===== config.mk =====
export PLATFORM = sky130hd
export DESIGN_NAME = signed_add_arbiter
export DESIGN_NICKNAME = d
export VERILOG_FILES = /design/src/rtl/signed_add_arbiter.sv
export SDC_FILE = /design/constraint.sdc
export NUM_CORES = 1
export LEC_CHECK = 0
export ABC_AREA = 1
export BUFFER_PORTS_ARGS = -buffer_cell sky130_fd_sc_hd__buf_2
export CAP_MARGIN = 15
export CORE_MARGIN = 2
export CORE_UTILIZATION = 45
export DETAILED_ROUTE_END_ITERATION = 7
export HOLD_SLACK_MARGIN = 0.05
export PLACE_DENSITY = 0.74
export RECOVER_POWER = 100
export SYNTH_ARGS = -nofsm -noshare
export SYNTH_HDL_FRONTEND = slang
export SYNTH_SLANG_ARGS = --single-unit

===== constraint.sdc =====
create_clock -name clk -period 2.6 [get_ports clk]
set_input_delay 0.26 -clock clk [delete_from_list [all_inputs] [get_ports clk]]
set_output_delay 0.26 -clock clk [all_outputs]
set_load 0.02 [all_outputs]

===== src/rtl/signed_add_arbiter.sv =====
// signed_add_arbiter: round-robin arbiter sharing one registered signed adder
// among NUM_REQ requesters, with a one-entry backpressured result register.
// Build option: define SIGNED_ADD_ARB_SAT_EN to saturate sums to the DW-bit range.
module signed_add_arbiter #(
   parameter int unsigned NUM_REQ = 4,
   parameter int unsigned DW      = 8,
   parameter int unsigned IDW     = 2
) (
   input  logic                  clk,
   input  logic                  rst,
   input  logic [NUM_REQ-1:0]    req_vld,
   input  logic [NUM_REQ*DW-1:0] req_a,
   input  logic [NUM_REQ*DW-1:0] req_b,
   output logic [NUM_REQ-1:0]    req_rdy,
   output logic                  res_vld,
   output logic [DW:0]           res_data,
   output logic [IDW-1:0]        res_id,
   input  logic                  res_rdy,
   output logic [15:0]           acc_cnt
);

   logic           res_vld_q, res_vld_d;
   logic [DW:0]    res_data_q, res_data_d;
   logic [IDW-1:0] res_id_q, res_id_d;
   logic [IDW-1:0] rr_ptr_q, rr_ptr_d;
   logic [15:0]    acc_cnt_q, acc_cnt_d;

   logic           free;
   logic           gnt_found;
   logic [IDW-1:0] gnt_idx;
   logic           accept;
   logic [DW-1:0]  a_sel, b_sel;
   logic [DW:0]    sum_full, sum_res;

   // Round-robin search starting at rr_ptr, wrapping modulo NUM_REQ.
   always_comb begin
      logic [IDW-1:0] idx;
      idx       = '0;
      gnt_found = 1'b0;
      gnt_idx   = '0;
      for (int unsigned k = 0; k < NUM_REQ; k++) begin
         idx = IDW'((int'(rr_ptr_q) + k) % NUM_REQ);
         if (!gnt_found && req_vld[idx]) begin
            gnt_found = 1'b1;
            gnt_idx   = idx;
         end
      end
   end

   // Handshake: the output slot can take a new result when empty or draining.
   always_comb begin
      free    = ~res_vld_q | res_rdy;
      accept  = free & gnt_found & ~rst;
      req_rdy = accept ? (NUM_REQ'(1) << gnt_idx) : '0;
   end

   // Full-precision adder on the granted operands, optional DW-bit saturation.
   always_comb begin
      a_sel    = req_a[gnt_idx*DW +: DW];
      b_sel    = req_b[gnt_idx*DW +: DW];
      sum_full = {a_sel[DW-1], a_sel} + {b_sel[DW-1], b_sel};
`ifdef SIGNED_ADD_ARB_SAT_EN
      // Top two bits disagree exactly when the sum leaves the DW-bit range.
      if (sum_full[DW] != sum_full[DW-1]) begin
         sum_res = sum_full[DW] ? {2'b11, {(DW-1){1'b0}}} : {2'b00, {(DW-1){1'b1}}};
      end else begin
         sum_res = sum_full;
      end
`else
      sum_res = sum_full;
`endif
   end

   // Next-state for the result register, pointer and acceptance counter.
   always_comb begin
      res_vld_d  = res_vld_q;
      res_data_d = res_data_q;
      res_id_d   = res_id_q;
      rr_ptr_d   = rr_ptr_q;
      acc_cnt_d  = acc_cnt_q;
      if (accept) begin
         res_vld_d  = 1'b1;
         res_data_d = sum_res;
         res_id_d   = gnt_idx;
         rr_ptr_d   = (int'(gnt_idx) == int'(NUM_REQ) - 1) ? '0 : gnt_idx + 1'b1;
         acc_cnt_d  = acc_cnt_q + 16'd1;
      end else if (res_vld_q && res_rdy) begin
         res_vld_d = 1'b0;
      end
   end

   // State registers with asynchronous active-high reset.
   always_ff @(posedge clk or posedge rst) begin
      if (rst) begin
         res_vld_q  <= 1'b0;
         res_data_q <= '0;
         res_id_q   <= '0;
         rr_ptr_q   <= '0;
         acc_cnt_q  <= '0;
      end else begin
         res_vld_q  <= res_vld_d;
         res_data_q <= res_data_d;
         res_id_q   <= res_id_d;
         rr_ptr_q   <= rr_ptr_d;
         acc_cnt_q  <= acc_cnt_d;
      end
   end

   assign res_vld  = res_vld_q;
   assign res_data = res_data_q;
   assign res_id   = res_id_q;
   assign acc_cnt  = acc_cnt_q;

endmodule


==> results.sh <==
export IMPL_critPathArrivalTime_ps=3040
export IMPL_fp_coreArea_sq_um=6280
export IMPL_syn_nets=548
export IMPL_rows=29
export IMPL_cts_root_buf="clkbuf_8"
export IMPL_min_from="res_rdy"
export IMPL_finalHoldViolCount=0
export IMPL_numCtsBuffers=5
export IMPL_n_antenna_cell=0
export IMPL_start_util_pct=46.0
export IMPL_clock_fmax_mhz=349
export IMPL_synth_largest_area_cell="dfrtp_1"
export IMPL_fin_crit_ps=2870
export IMPL_dp_hpwl_microns=5880
export IMPL_grt_pass1_wl_microns=13800
export IMPL_synth_cell_type_count=31
export IMPL_worst_pin_slew_ps=1500
export IMPL_hold_path_class="primary input to flip-flop"
export IMPL_crit_path_start="rr_ptr_q[0]$_DFFE_PP0P_"
export IMPL_synth_seq_area_share_pct=26.0
export IMPL_fp_dieH_microns=84.1
export IMPL_antenna_found_initial=0
export IMPL_setup_viol=12
export IMPL_cts_sinks=30
export IMPL_outcome="finished, violations left"
export IMPL_netlist_area_sq_um=2890
export IMPL_vias=3431
export IMPL_max_cap_viol_count=1
export IMPL_rsz0062_at_grt="true"
export IMPL_critPathCaptureType="flip-flop"
export IMPL_ys_flop_type="dfrtp_1"
export IMPL_vias_per_cell=5.00
export IMPL_drc=0
export IMPL_finalClockSkew_ps=2.24
export IMPL_grt_max_degree=29
export IMPL_r2r_start="rr_ptr_q[0]$_DFFE_PP0P_"
export IMPL_ys_ff_latch=30
export IMPL_design_area_sq_um=4130
export IMPL_grt_use_total_pct=23.6
export IMPL_io_buffer_count=102
export IMPL_routed_wl_microns=8970
export IMPL_synthArstFlopShare_pct=100
export IMPL_syn_to_final_growth_pct=43.0
export IMPL_drive_above_1_share_pct=33.7
export IMPL_fin_crit_sh_pct=110
export IMPL_synth_top_area_share_pct=26.0
export IMPL_place_gp_congestion=0.905
export IMPL_netlist_instances=463
export IMPL_clkTransAtPathRegs_ps=60
export IMPL_io_pins=103
export IMPL_slew_viol_final=0
export IMPL_dp_slack_ps=-317
export IMPL_synth_area_leaders="dfrtp_1 26%, nand2_1 20%, nand3_1 13%"
export IMPL_grt_pass1_vias=3160
export IMPL_clockBufferDepth=2
export IMPL_overflow=0
export IMPL_drt_iter0_drc=165
export IMPL_violations="max-capacitance violations, negative setup slack"
export IMPL_relSlewSlack_pct=0.253
export IMPL_timing_final_ws_setup_ps=-268
export IMPL_antenna_left=0
export IMPL_crit_fanout=7
export IMPL_synth_avg_cell_area_sq_um=6.24
export IMPL_critPathKind="flip-flop to flip-flop"
export IMPL_r2r_slack_ps=-270
export IMPL_cp_required_ps=2770
export IMPL_fin_nets=695
export IMPL_synth_edff_count=0
export IMPL_wl_per_cell_microns=13.1
export IMPL_cts_tree="yes"
export IMPL_start_kind="flip-flop"
export IMPL_h_tree_depth=2
export IMPL_drtPass1Iterations=5
export IMPL_die_w_microns=84.1
export IMPL_clk_latency_ps=280
export IMPL_die_area_sq_um=7080
export IMPL_dpl_cell_area_sq_um=3640
export IMPL_yosys_warnings=0
export IMPL_holdWs_ps=169
-- layout make-up --
cell class | count | area (sq um)
timing repair buffer | 154 | 997
fill | 541 | 2140
multi-input combinational | 330 | 1860
sequential | 30 | 753
inverter | 89 | 339
clock buffer | 6 | 82.6
tap | 77 | 96.3
-- stage by stage --
stage / setup TNS [ps] / util (%) / instances
2_1_floorplan: 0 / - / 463
3_3_place_gp: -1040 / 58.1 / 656
3_5_place_dp: -1490 / 58.1 / 656
4_1_cts: -1000 / 62.6 / 673
5_1_grt: -3850 / 65.8 / 686
6_report: -1870 / 65.8 / 686
-- synth_stat cells, types with 5 or more instances --
master   number
o21ai_0       9
nand3_1      77
o21ai_1       7
inv_1        82
nand2_1     151
dfrtp_1      30
xnor2_1      11
buf_2         8
a21oi_1       5
xor2_1        8
nor3_1        7
inv_2         6
nor2_1       17
ha_1         13
-- worst max-delay path: stages (launching register included) --
cell	delay (ps)
dfrtp_2	470
buf_6	150
nand2_2	50
nand2_1	60
nand2_2	70
nand2_2	60
nor2_4	170
nand3_4	100
buf_4	170
buf_4	140
buf_6	130
nand3_1	80
nand2_1	50
nand2_1	50
nand2_1	80
ha_1	330
nand2_1	70
inv_1	110
nand4_1	120
nand3_2	90
nand2_1	70
nand2_1	70
o21ai_1	60
-- flip-flops by register name (all words and copies together), names as in the netlist --
signal	flops
res_id	2
rr_ptr_q	2
res_data	9
res_vld	1
acc_cnt	16
-- routing by layer --
layer / vias to the layer above / wire length, microns / GRT usage [%]
met5: - / 0 / 0
met4: 0 / 344 / 7.62
met3: 35 / 587 / 3.26
met2: 168 / 4350 / 41.4
met1: 1500 / 3680 / 29.7
li1: 1728 / - / -
-- final timing paths --
| kind | end | cells past startpoint |
|---|---|---|
| max in group asynchronous | rr_ptr_q[1]$_DFFE_PP0P_ | 4 |
| max | res_data[6]$_DFFE_PP0P_ | 22 |
| min in group asynchronous | rr_ptr_q[0]$_DFFE_PP0P_ | 3 |
| min | res_vld$_DFFE_PP0P_ | 2 |
| max reg2reg | res_data[6]$_DFFE_PP0P_ | 22 |
| min reg2reg | res_data[7]$_DFFE_PP0P_ | 2 |
-- layout by cell type, fill, tap and decap left out, drive strengths merged --
| master | synthesis | layout |
|---|---|---|
| inv | 89 | 89 |
| o21ai | 16 | 16 |
| nand2 | 157 | 157 |
| a21o | 1 | 1 |
| o211ai | 1 | 1 |
| fa | 1 | 1 |
| nor2 | 19 | 19 |
| a31oi | 1 | 1 |
| dlygate4sd3 | 0 | 1 |
| a21oi | 5 | 5 |
| nand3b | 1 | 1 |
| nor3 | 7 | 7 |
| nand4 | 3 | 3 |
| nand3 | 82 | 85 |
| ha | 13 | 13 |
| dfrtp | 30 | 30 |
| xor2 | 8 | 8 |
| buf | 17 | 139 |
| o21a | 1 | 1 |
| xnor2 | 11 | 11 |
| clkbuf | 0 | 20 |
-- cell families after synthesis --
logic type      Yosys count  share of synthesized area, %
simple gates            269                          41.8
flops                    30                          26.0
buf+inv                 106                          15.5
compound gates           25                          4.63
fa+ha+maj                14                          6.32
xor+xnor                 19                          5.76
-- timing repair --
item,in CTS,in global routing
resized for setup,22,26
cloned,3,4
setup buffers,7,9
pin swaps,9,19
endpoints found under the setup margin,12,12
hold buffers,1,0
endpoints found under the hold margin,2,0
Power is not shown: default switching activity piles up to over one toggle a cycle in this logic, so the estimate is an artifact.
